File: src/rtl/adder_serial_io.sv
// adder_serial_io
// Serial operand-load / result-unload stage around a combinational adder.
// Operands A and B arrive LSB beat first on a narrow valid/ready bus. They are
// held in full-width registers that drive the adder directly. The adder result
// is captured for one cycle and then streamed back out, LSB beat first.

module adder_serial_io #(
    parameter int DATA_WIDTH = 32,
    parameter int BUS_WIDTH  = 8
) (
    input  logic                  clk,
    input  logic                  rst_n,
    input  logic                  in_valid,
    output logic                  in_ready,
    input  logic [BUS_WIDTH-1:0]  in_data,
    input  logic                  in_cin,
    output logic                  out_valid,
    input  logic                  out_ready,
    output logic [BUS_WIDTH-1:0]  out_data,
    output logic                  out_cout,
    output logic [DATA_WIDTH-1:0] A,
    output logic [DATA_WIDTH-1:0] B,
    output logic                  Cin,
    input  logic [DATA_WIDTH-1:0] S,
    input  logic                  Cout
);

    localparam int BEATS = DATA_WIDTH / BUS_WIDTH;
    localparam int CNT_W = (BEATS > 1) ? $clog2(BEATS) : 1;
    localparam logic [CNT_W-1:0] CNT_LAST = CNT_W'(BEATS - 1);

    typedef enum logic [1:0] {
        LOAD_A  = 2'd0,
        LOAD_B  = 2'd1,
        CAPTURE = 2'd2,
        SEND    = 2'd3
    } state_t;

    state_t                  state_r;
    state_t                  state_next_s;
    logic [CNT_W-1:0]        cnt_r;
    logic [DATA_WIDTH-1:0]   a_r;
    logic [DATA_WIDTH-1:0]   b_r;
    logic                    cin_r;
    logic [DATA_WIDTH-1:0]   result_r;
    logic                    cout_r;

    logic                    in_ready_s;
    logic                    out_valid_s;
    logic                    accept_s;
    logic                    send_s;
    logic                    last_beat_s;
    logic [BUS_WIDTH-1:0]    out_data_s;
    logic                    out_cout_s;

    // Select beat idx (BUS_WIDTH bits) out of a full-width word.
    function automatic logic [BUS_WIDTH-1:0] beat_of(
        input logic [DATA_WIDTH-1:0] word,
        input logic [CNT_W-1:0]      idx
    );
        logic [BUS_WIDTH-1:0] sel;
        sel = {BUS_WIDTH{1'b0}};
        for (int i = 0; i < BEATS; i++) begin
            if (idx == CNT_W'(i)) begin
                sel = word[i*BUS_WIDTH +: BUS_WIDTH];
            end else begin
                sel = sel;
            end
        end
        return sel;
    endfunction

    // Handshake qualifiers decoded from state only, so no combinational
    // path exists from in_valid or out_ready to the ready/valid outputs.
    always_comb begin
        in_ready_s  = 1'b0;
        out_valid_s = 1'b0;
        case (state_r)
            LOAD_A:  in_ready_s  = 1'b1;
            LOAD_B:  in_ready_s  = 1'b1;
            CAPTURE: in_ready_s  = 1'b0;
            SEND:    out_valid_s = 1'b1;
            default: in_ready_s  = 1'b0;
        endcase
    end

    assign accept_s    = in_valid & in_ready_s;
    assign send_s      = out_valid_s & out_ready;
    assign last_beat_s = (cnt_r == CNT_LAST);

    // Next-state logic: the final beat of each phase moves on; CAPTURE lasts one cycle.
    always_comb begin
        state_next_s = state_r;
        case (state_r)
            LOAD_A: begin
                if (accept_s && last_beat_s) begin
                    state_next_s = LOAD_B;
                end else begin
                    state_next_s = LOAD_A;
                end
            end
            LOAD_B: begin
                if (accept_s && last_beat_s) begin
                    state_next_s = CAPTURE;
                end else begin
                    state_next_s = LOAD_B;
                end
            end
            CAPTURE: begin
                state_next_s = SEND;
            end
            SEND: begin
                if (send_s && last_beat_s) begin
                    state_next_s = LOAD_A;
                end else begin
                    state_next_s = SEND;
                end
            end
            default: begin
                state_next_s = LOAD_A;
            end
        endcase
    end

    // State register.
    always_ff @(posedge clk or negedge rst_n) begin
        if (!rst_n) begin
            state_r <= LOAD_A;
        end else begin
            state_r <= state_next_s;
        end
    end

    // Beat counter: cleared on every state change, advanced by each accepted or sent beat.
    always_ff @(posedge clk or negedge rst_n) begin
        if (!rst_n) begin
            cnt_r <= {CNT_W{1'b0}};
        end else if (state_next_s != state_r) begin
            cnt_r <= {CNT_W{1'b0}};
        end else if (accept_s || send_s) begin
            cnt_r <= cnt_r + CNT_W'(1);
        end
    end

    // Operand registers: each accepted beat overwrites one slice; carry-in
    // is taken only with the final B beat. Not cleared between operations.
    always_ff @(posedge clk or negedge rst_n) begin
        if (!rst_n) begin
            a_r   <= {DATA_WIDTH{1'b0}};
            b_r   <= {DATA_WIDTH{1'b0}};
            cin_r <= 1'b0;
        end else begin
            for (int i = 0; i < BEATS; i++) begin
                if (accept_s && (cnt_r == CNT_W'(i))) begin
                    if (state_r == LOAD_A) begin
                        a_r[i*BUS_WIDTH +: BUS_WIDTH] <= in_data;
                    end else if (state_r == LOAD_B) begin
                        b_r[i*BUS_WIDTH +: BUS_WIDTH] <= in_data;
                    end
                end
            end
            if (accept_s && (state_r == LOAD_B) && last_beat_s) begin
                cin_r <= in_cin;
            end
        end
    end

    // Result capture: the adder output is sampled only in the CAPTURE cycle.
    always_ff @(posedge clk or negedge rst_n) begin
        if (!rst_n) begin
            result_r <= {DATA_WIDTH{1'b0}};
            cout_r   <= 1'b0;
        end else if (state_r == CAPTURE) begin
            result_r <= S;
            cout_r   <= Cout;
        end
    end

    // Output beat mux: zero outside SEND, otherwise the current result slice.
    always_comb begin
        out_data_s = {BUS_WIDTH{1'b0}};
        out_cout_s = 1'b0;
        if (state_r == SEND) begin
            out_data_s = beat_of(result_r, cnt_r);
            out_cout_s = cout_r;
        end else begin
            out_data_s = {BUS_WIDTH{1'b0}};
            out_cout_s = 1'b0;
        end
    end

    assign in_ready  = in_ready_s;
    assign out_valid = out_valid_s;
    assign out_data  = out_data_s;
    assign out_cout  = out_cout_s;
    assign A         = a_r;
    assign B         = b_r;
    assign Cin       = cin_r;

endmodule

File: config.mk
export PLATFORM = sky130hd
export DESIGN_NAME = adder_serial_io
export DESIGN_NICKNAME = d
export VERILOG_FILES = /design/src/rtl/adder_serial_io.sv
export SDC_FILE = /design/constraint.sdc
export NUM_CORES = 1
export LEC_CHECK = 0
export BUFFER_PORTS_ARGS = -buffer_cell sky130_fd_sc_hd__buf_2
export CORE_MARGIN = 4
export CORE_UTILIZATION = 35
export DETAILED_ROUTE_END_ITERATION = 8
export GPL_ROUTABILITY_DRIVEN = 0
export MAX_ROUTING_LAYER = met4
export PLACE_DENSITY = 0.67
export SYNTH_ARGS = -nofsm -noshare
export SYNTH_HDL_FRONTEND = slang
export SYNTH_SLANG_ARGS = --single-unit
File: constraint.sdc
create_clock -name clk -period 2.1 [get_ports clk]
set_input_delay 0.21 -clock clk [delete_from_list [all_inputs] [get_ports clk]]
set_output_delay 0.21 -clock clk [all_outputs]
set_load 0.05 [all_outputs]
==> flow_metrics.py, run 1 <==
metrics = {
    "drt": {
        "firstDrtPassIters": 4,
        "drt-initial-drc-count": 135,
        "drc_errors": 0,
        "wl_mm": 10.8,
        "wl_per_cell_um": 18.3,
        "via_per_inst": 4.75,
        "routed-via-count": 2810,
        "drtAntennaViolNets": 0,
    },
    "timing": {
        "rsz0062_at_grt": "true",
        "slew_headroom": 0.668,
        "drv_slew": 0,
        "skew_ps": 8.83,
        "worst-slew-pin-transition_ps": 499,
        "tns_ps": -1.46,
        "hold_viol_final": 0,
        "setup_viol": 1,
        "timing.final.crit_period_ps": 2100,
        "fin_ws_ps": -1.46,
        "fin_crit_sh": 1.00,
        "fmax_ghz": 0.476,
    },
    "grt": {
        "grt_busiest_layer": "met2",
        "use_met3": 0.0363,
        "grt_pass1_vias": 3008,
        "grt_overflow": 0,
        "grt_pass1_wl_mm": 17.1,
        "gr-usage-all-layers": 0.159,
        "grt_max_degree": 51,
        "grt_use_met2": 0.265,
        "use_met1": 0.197,
        "antenna_found_initial": 0,
    },
    "critical_path": {
        "critPathMostFrequentCell": "buf_6",
        "cp_max_fo": 11,
        "crit_start": "cnt_r[1]",
        "crit_buf_inv": 3,
        "crit_arrival_ps": 1890,
        "slowest_stage": "dfrtp_1",
        "cp.required_ps": 1890,
        "max_stage_delay_ps": 430,
        "start_kind": "register",
        "worst-setup-path-type": "register to output port",
        "cp_cell_sequence": "inv_2 > ha_2 > buf_6 > a221oi_4 > o41ai_4 > buf_6",
        "endpoint_kind": "output port",
        "critPathTopFamily": "buffers and inverters",
        "r2r_start": "cnt_r[1]",
    },
    "placement": {
        "numPortBuffers": 121,
        "placed_area_sq_um": 5280,
        "dpl.hpwl_mm": 7.69,
    },
    "pwr": {
        "netSwitchingFraction": 0.463,
        "power.switching_mw": 5.05,
        "p_leak_nw": 2.86,
        "vdd_drop_max_v": 0.000680,
        "internal_power_mw": 5.87,
        "comb_power_share": 0.531,
        "powerDensity_nw_per_um2": 1860,
        "p_total_mw": 10.9,
        "power.share.clock": 0.154,
        "share_seq_of_total_power": 0.315,
    },
    "yosys": {
        "syn-instance-count": 286,
        "synthDistinctLibCells": 32,
        "ys_ff_latch": 102,
        "synthFlopType": "dfrtp_1",
        "ys_warn_count": 0,
        "netlist_area_sq_um": 4390,
        "syn-num-nets": 336,
        "synth-seq-area-share": 0.582,
        "synth_edf_count": 0,
        "avgSynthCellArea_sq_um": 15.3,
        "ys_async_sr_fraction": 1.00,
    },
    "cts": {
        "clk_latency_ps": 340,
        "numCtsBuffers": 9,
        "clk_path_buf_depth": 2,
        "cts-htree-levels": 3,
        "clk_pin_slew_worst_paths_ps": 70,
        "cts_root_buf": "clkbuf_16",
        "cts_tree": "yes",
        "cts_sinks": 102,
    },
    "cells_and_area": {
        "area_growth_pct": 33.6,
        "final.fill_count": 1082,
        "layout.nets": 468,
        "antennaDiodeCount": 0,
        "layout_commonest_cell": "buf_2",
        "final_cell_mix": "112 x buf_2, 102 x dfrtp_1, 72 x mux2_2",
        "design_area_sq_um": 5860,
        "drive_gt1_frac": 0.643,
    },
    "run_status": {
        "outcome": "finished with violations",
        "violations": "negative setup slack",
    },
    "floorplanning": {
        "fp.dieH_um": 120,
        "die_area_sq_um": 14400,
        "core_area_sq_um": 12200,
        "start_util": 0.361,
        "die_x_um": 120,
        "pin_count": 122,
        "rows": 40,
    },
    "flow_run": {
        "drv_cap": 0,
    },
    "worst_hold_path": {
        "hold_class": "input port to register",
        "min_from": "S[30]",
    },
}
==> metal layers <==
metal,vias to the layer above,share of wire
met5,-,0
met4,0,0.013
met3,7,0.028
met2,52,0.52
met1,1447,0.44
li1,1304,-
==> cell type report <==
class | count | area, sq um | share of cell area
multi-input combinational | 164 | 1950 | 0.332
tap | 168 | 210 | 0.0358
sequential | 102 | 2550 | 0.435
clock buffer | 12 | 246 | 0.0420
inverter | 4 | 16.3 | 0.00277
timing repair buffer | 137 | 838 | 0.143
clock inverter | 4 | 52.6 | 0.00896
==> through the flow <==
stage / instances / utilization / setup slack [ps] / hold WS, ps
floorplan: 286 / - / -248 / -85.6
global placement: 571 / 0.434 / 198 / 206
detailed placement: 571 / 0.434 / 91.1 / 212
CTS: 591 / 0.480 / -9.22 / 70.4
global route: 591 / 0.482 / -84.2 / 83.8
finish: 591 / 0.482 / -1.46 / 81.3
==> logic make-up (layout without fill, tap and decap cells) <==
family,after synthesis,after routing,synth area share
multiplexers,98,98,0.269
adder cells (fa/ha/maj),4,4,0.0114
AND/OR/NAND/NOR,38,38,0.0627
buffers and inverters,20,157,0.0294
flip-flops,102,102,0.582
AO/OA/AOI/OAI,24,24,0.0465
==> power by group through the flow <==
stage | Sequential [mW] | Combinational, mW | Clock [mW]
6_report | 3.44 | 5.80 | 1.69
3_5_place_dp | 3.40 | 5.27 | 0
5_1_grt | 3.55 | 6.06 | 1.80
4_1_cts | 3.43 | 5.78 | 1.73
3_3_place_gp | 3.37 | 5.20 | 0
2_1_floorplan | 5.10 | 2.30 | 0
==> what timing repair did <==
| item | CTS | global route |
|---|---|---|
| gates cloned | 0 | 0 |
| pin swaps | 7 | 3 |
| setup endpoints to repair | 8 | 8 |
| setup buffers | 3 | 0 |
| hold buffers | 1 | 0 |
| resized for setup | 43 | 7 |
| hold endpoints to repair | 33 | 0 |
==> synthesized netlist by cell type (2+ instances only) <==
| cell | n | area, sq um |
|---|---|---|
| inv_1 | 3 | 11.3 |
| nor2b_1 | 9 | 56.3 |
| nand2_1 | 4 | 15.0 |
| mux2_4 | 20 | 300 |
| mux2_2 | 72 | 811 |
| buf_6 | 2 | 22.5 |
| a21oi_1 | 2 | 10.0 |
| and3_1 | 6 | 37.5 |
| nand2_8 | 4 | 80.1 |
| mux2_1 | 6 | 67.6 |
| ha_1 | 4 | 50.1 |
| clkbuf_1 | 3 | 11.3 |
| o41ai_1 | 6 | 52.6 |
| dfrtp_1 | 102 | 2550 |
| o21ai_0 | 2 | 10.0 |
| a221oi_1 | 8 | 70.1 |
| nand3_1 | 9 | 45.0 |
| buf_4 | 10 | 75.1 |
==> worst paths after layout <==
check | to | slack [ps] | cells past startpoint
worst max-delay path | out_data[4] | -1 | 6
worst min-delay path | result_r[30] | 80 | 2
worst max register to register | A[8] | 300 | 6
worst min register to register | result_r[14] | 500 | 1
max in group asynchronous | Cin | 1060 | 3
min in group asynchronous | result_r[16] | 380 | 2
==> sequential cells by signal (all words and copies together) (netlist names) <==
register and flops:
cout_r 1, cnt_r 2, B 32, result_r 32, Cin 1, state_r 2, A 32
(Power assumes the default switching activity.)
==> run 2: changes to the inputs <==
--- a/constraint.sdc
+++ b/constraint.sdc
@@ -3,2 +3,2 @@
 set_output_delay 0.21 -clock clk [all_outputs]
-set_load 0.05 [all_outputs]
+set_load 0.02 [all_outputs]
==> flow_metrics.py, run 2 (synthesized netlist as in run 1, its figures left out) <==
metrics = {
    "run_status": {
        "outcome": "finished with violations",
        "violations": "negative setup slack",
    },
    "timing": {
        "fmax_ghz": 0.465,
        "worst-slew-pin-transition_ps": 435,
        "rsz0062_at_grt": "true",
        "timing.final.crit_period_ps": 2150,
        "setup_viol": 1,
        "drv_slew": 0,
        "fin_crit_sh": 1.02,
        "fin_ws_ps": -51.7,
        "skew_ps": 7.18,
        "hold_viol_final": 0,
        "fin_worst_hold_slack_ps": 83.5,
        "slew_headroom": 0.710,
    },
    "cts": {
        "clk_pin_slew_worst_paths_ps": 70,
        "cts_root_buf": "clkbuf_16",
        "numCtsBuffers": 9,
        "cts_sinks": 102,
        "clk_path_buf_depth": 2,
        "clk_latency_ps": 340,
        "cts-htree-levels": 3,
        "cts_tree": "yes",
    },
    "pwr": {
        "power.switching_mw": 3.62,
        "vdd_drop_max_v": 0.000580,
        "power.share.clock": 0.187,
        "p_leak_nw": 2.90,
        "powerDensity_nw_per_um2": 1610,
        "netSwitchingFraction": 0.382,
        "comb_power_share": 0.450,
        "share_seq_of_total_power": 0.363,
        "internal_power_mw": 5.85,
    },
    "grt": {
        "antenna_found_initial": 1,
        "grt_pass1_wl_mm": 16.4,
        "grt_max_degree": 41,
        "grt_overflow": 0,
        "gr-usage-all-layers": 0.150,
        "grt_pass1_vias": 3010,
    },
    "critical_path": {
        "r2r_start": "cnt_r[1]",
        "r2r_setup_slack_ps": 220,
        "cp_cell_sequence": "inv_4 > ha_4 > nor2b_4 > buf_6 > a221oi_4 > o41ai_4 > buf_4",
        "reg2reg_depth": 6,
        "max_stage_delay_ps": 470,
        "crit_start": "cnt_r[0]",
        "crit_arrival_ps": 1940,
        "cp.required_ps": 1890,
        "endpoint_kind": "output port",
        "cp_max_fo": 6,
        "crit_end": "out_data[7]",
        "worst-setup-path-type": "register to output port",
        "slowest_stage": "dfrtp_2",
        "reg2reg_to": "A[11]",
        "start_kind": "register",
    },
    "floorplanning": {
        "core_area_sq_um": 12200,
        "rows": 40,
        "pin_count": 122,
        "start_util": 0.361,
        "die_area_sq_um": 14400,
        "die_x_um": 120,
        "fp.dieH_um": 120,
    },
    "drt": {
        "drt-initial-drc-count": 121,
        "drc_errors": 0,
        "drtAntennaViolNets": 0,
        "routed-via-count": 2833,
        "via_per_inst": 4.75,
        "wl_per_cell_um": 17.7,
        "wl_mm": 10.6,
        "firstDrtPassIters": 4,
    },
    "cells_and_area": {
        "area_growth_pct": 33.8,
        "final_cell_mix": "114 x buf_2, 101 x dfrtp_1, 72 x mux2_2",
        "drive_gt1_frac": 0.652,
        "layout.nets": 473,
        "design_area_sq_um": 5870,
        "layout_commonest_cell": "buf_2",
    },
    "worst_hold_path": {
        "hold_class": "input port to register",
    },
    "flow_run": {
        "drv_cap": 0,
    },
    "placement": {
        "placed_area_sq_um": 5260,
        "post-place-ws_ps": 231,
        "dpl.hpwl_mm": 7.62,
        "numPortBuffers": 121,
    },
}
-- run 2: changes by cell type in the layout (fill, tap and decap cells not counted), sizes merged --
| cell | delta |
|---|---|
| buf | +5 |
| clkinv | +1 |
| inv | +2 |
| diode | +1 |
| clkbuf | -3 |
-- run 2: routing by layer --
metal / global-route usage / up-vias / share of wire
li1: - / 1316 / -
met1: 0.190 / 1448 / 0.44
met2: 0.242 / 56 / 0.51
met3: 0.0254 / 13 / 0.032
met4: 0.0587 / 0 / 0.019
met5: - / - / 0
-- run 2: stage by stage --
step	power, mW	cells	setup TNS (ps)	util
after floorplan	5.90	286	0	-
after global placement	7.03	572	0	0.433
after detailed placement	7.12	572	0	0.433
after CTS	9.20	594	0	0.471
after global routing	9.99	597	-426	0.483
final	9.47	597	-51.7	0.483
-- run 2: worst max-delay path, delay by kind of cell (launching register included) --
family | cells | cell delay [ps]
and+or+nand+nor | 1 | 170
DFF | 1 | 470
buffers and inverters | 3 | 460
AOI/OAI and AO/OA | 2 | 370
adders and majority gates | 1 | 130
-- run 2: timing repair --
| action | in CTS | in global routing |
|---|---|---|
| setup buffers | 5 | 2 |
| endpoints found under the setup margin | 8 | 8 |
| resized for setup | 21 | 24 |
| hold buffers | 1 | 0 |
| pin swaps | 4 | 7 |
| endpoints found under the hold margin | 26 | 0 |
-- run 2: worst min-delay path by stage --
stage / start / end / slack [ps] / cells after the start
2_1_floorplan: rst_n / A[0] / -90 / 0
3_3_place_gp: rst_n / result_r[28] / 160 / 1
3_5_place_dp: rst_n / result_r[28] / 160 / 1
4_1_cts: S[29] / result_r[29] / 70 / 2
5_1_grt: S[29] / result_r[29] / 80 / 2
6_report: S[29] / result_r[29] / 80 / 2
-- run 2: final cells by class --
cell class / count / area [sq um]
Clock buffer: 9 / 225
Fill cell: 1071 / 6290
Clock inverter: 7 / 97.6
Tap cell: 168 / 210
Multi-Input combinational cell: 164 / 1920
Timing Repair Buffer: 142 / 847
Sequential cell: 102 / 2550
Inverter: 4 / 18.8
Antenna cell: 1 / 2.50
-- run 2: power by group through the flow --
stage	Sequential (mW)	Clock, mW	Combinational [mW]
2_1_floorplan	3.91	0	1.99
4_1_cts	3.38	1.82	4.00
3_3_place_gp	3.38	0	3.66
5_1_grt	3.54	1.92	4.54
6_report	3.44	1.77	4.26
3_5_place_dp	3.39	0	3.74
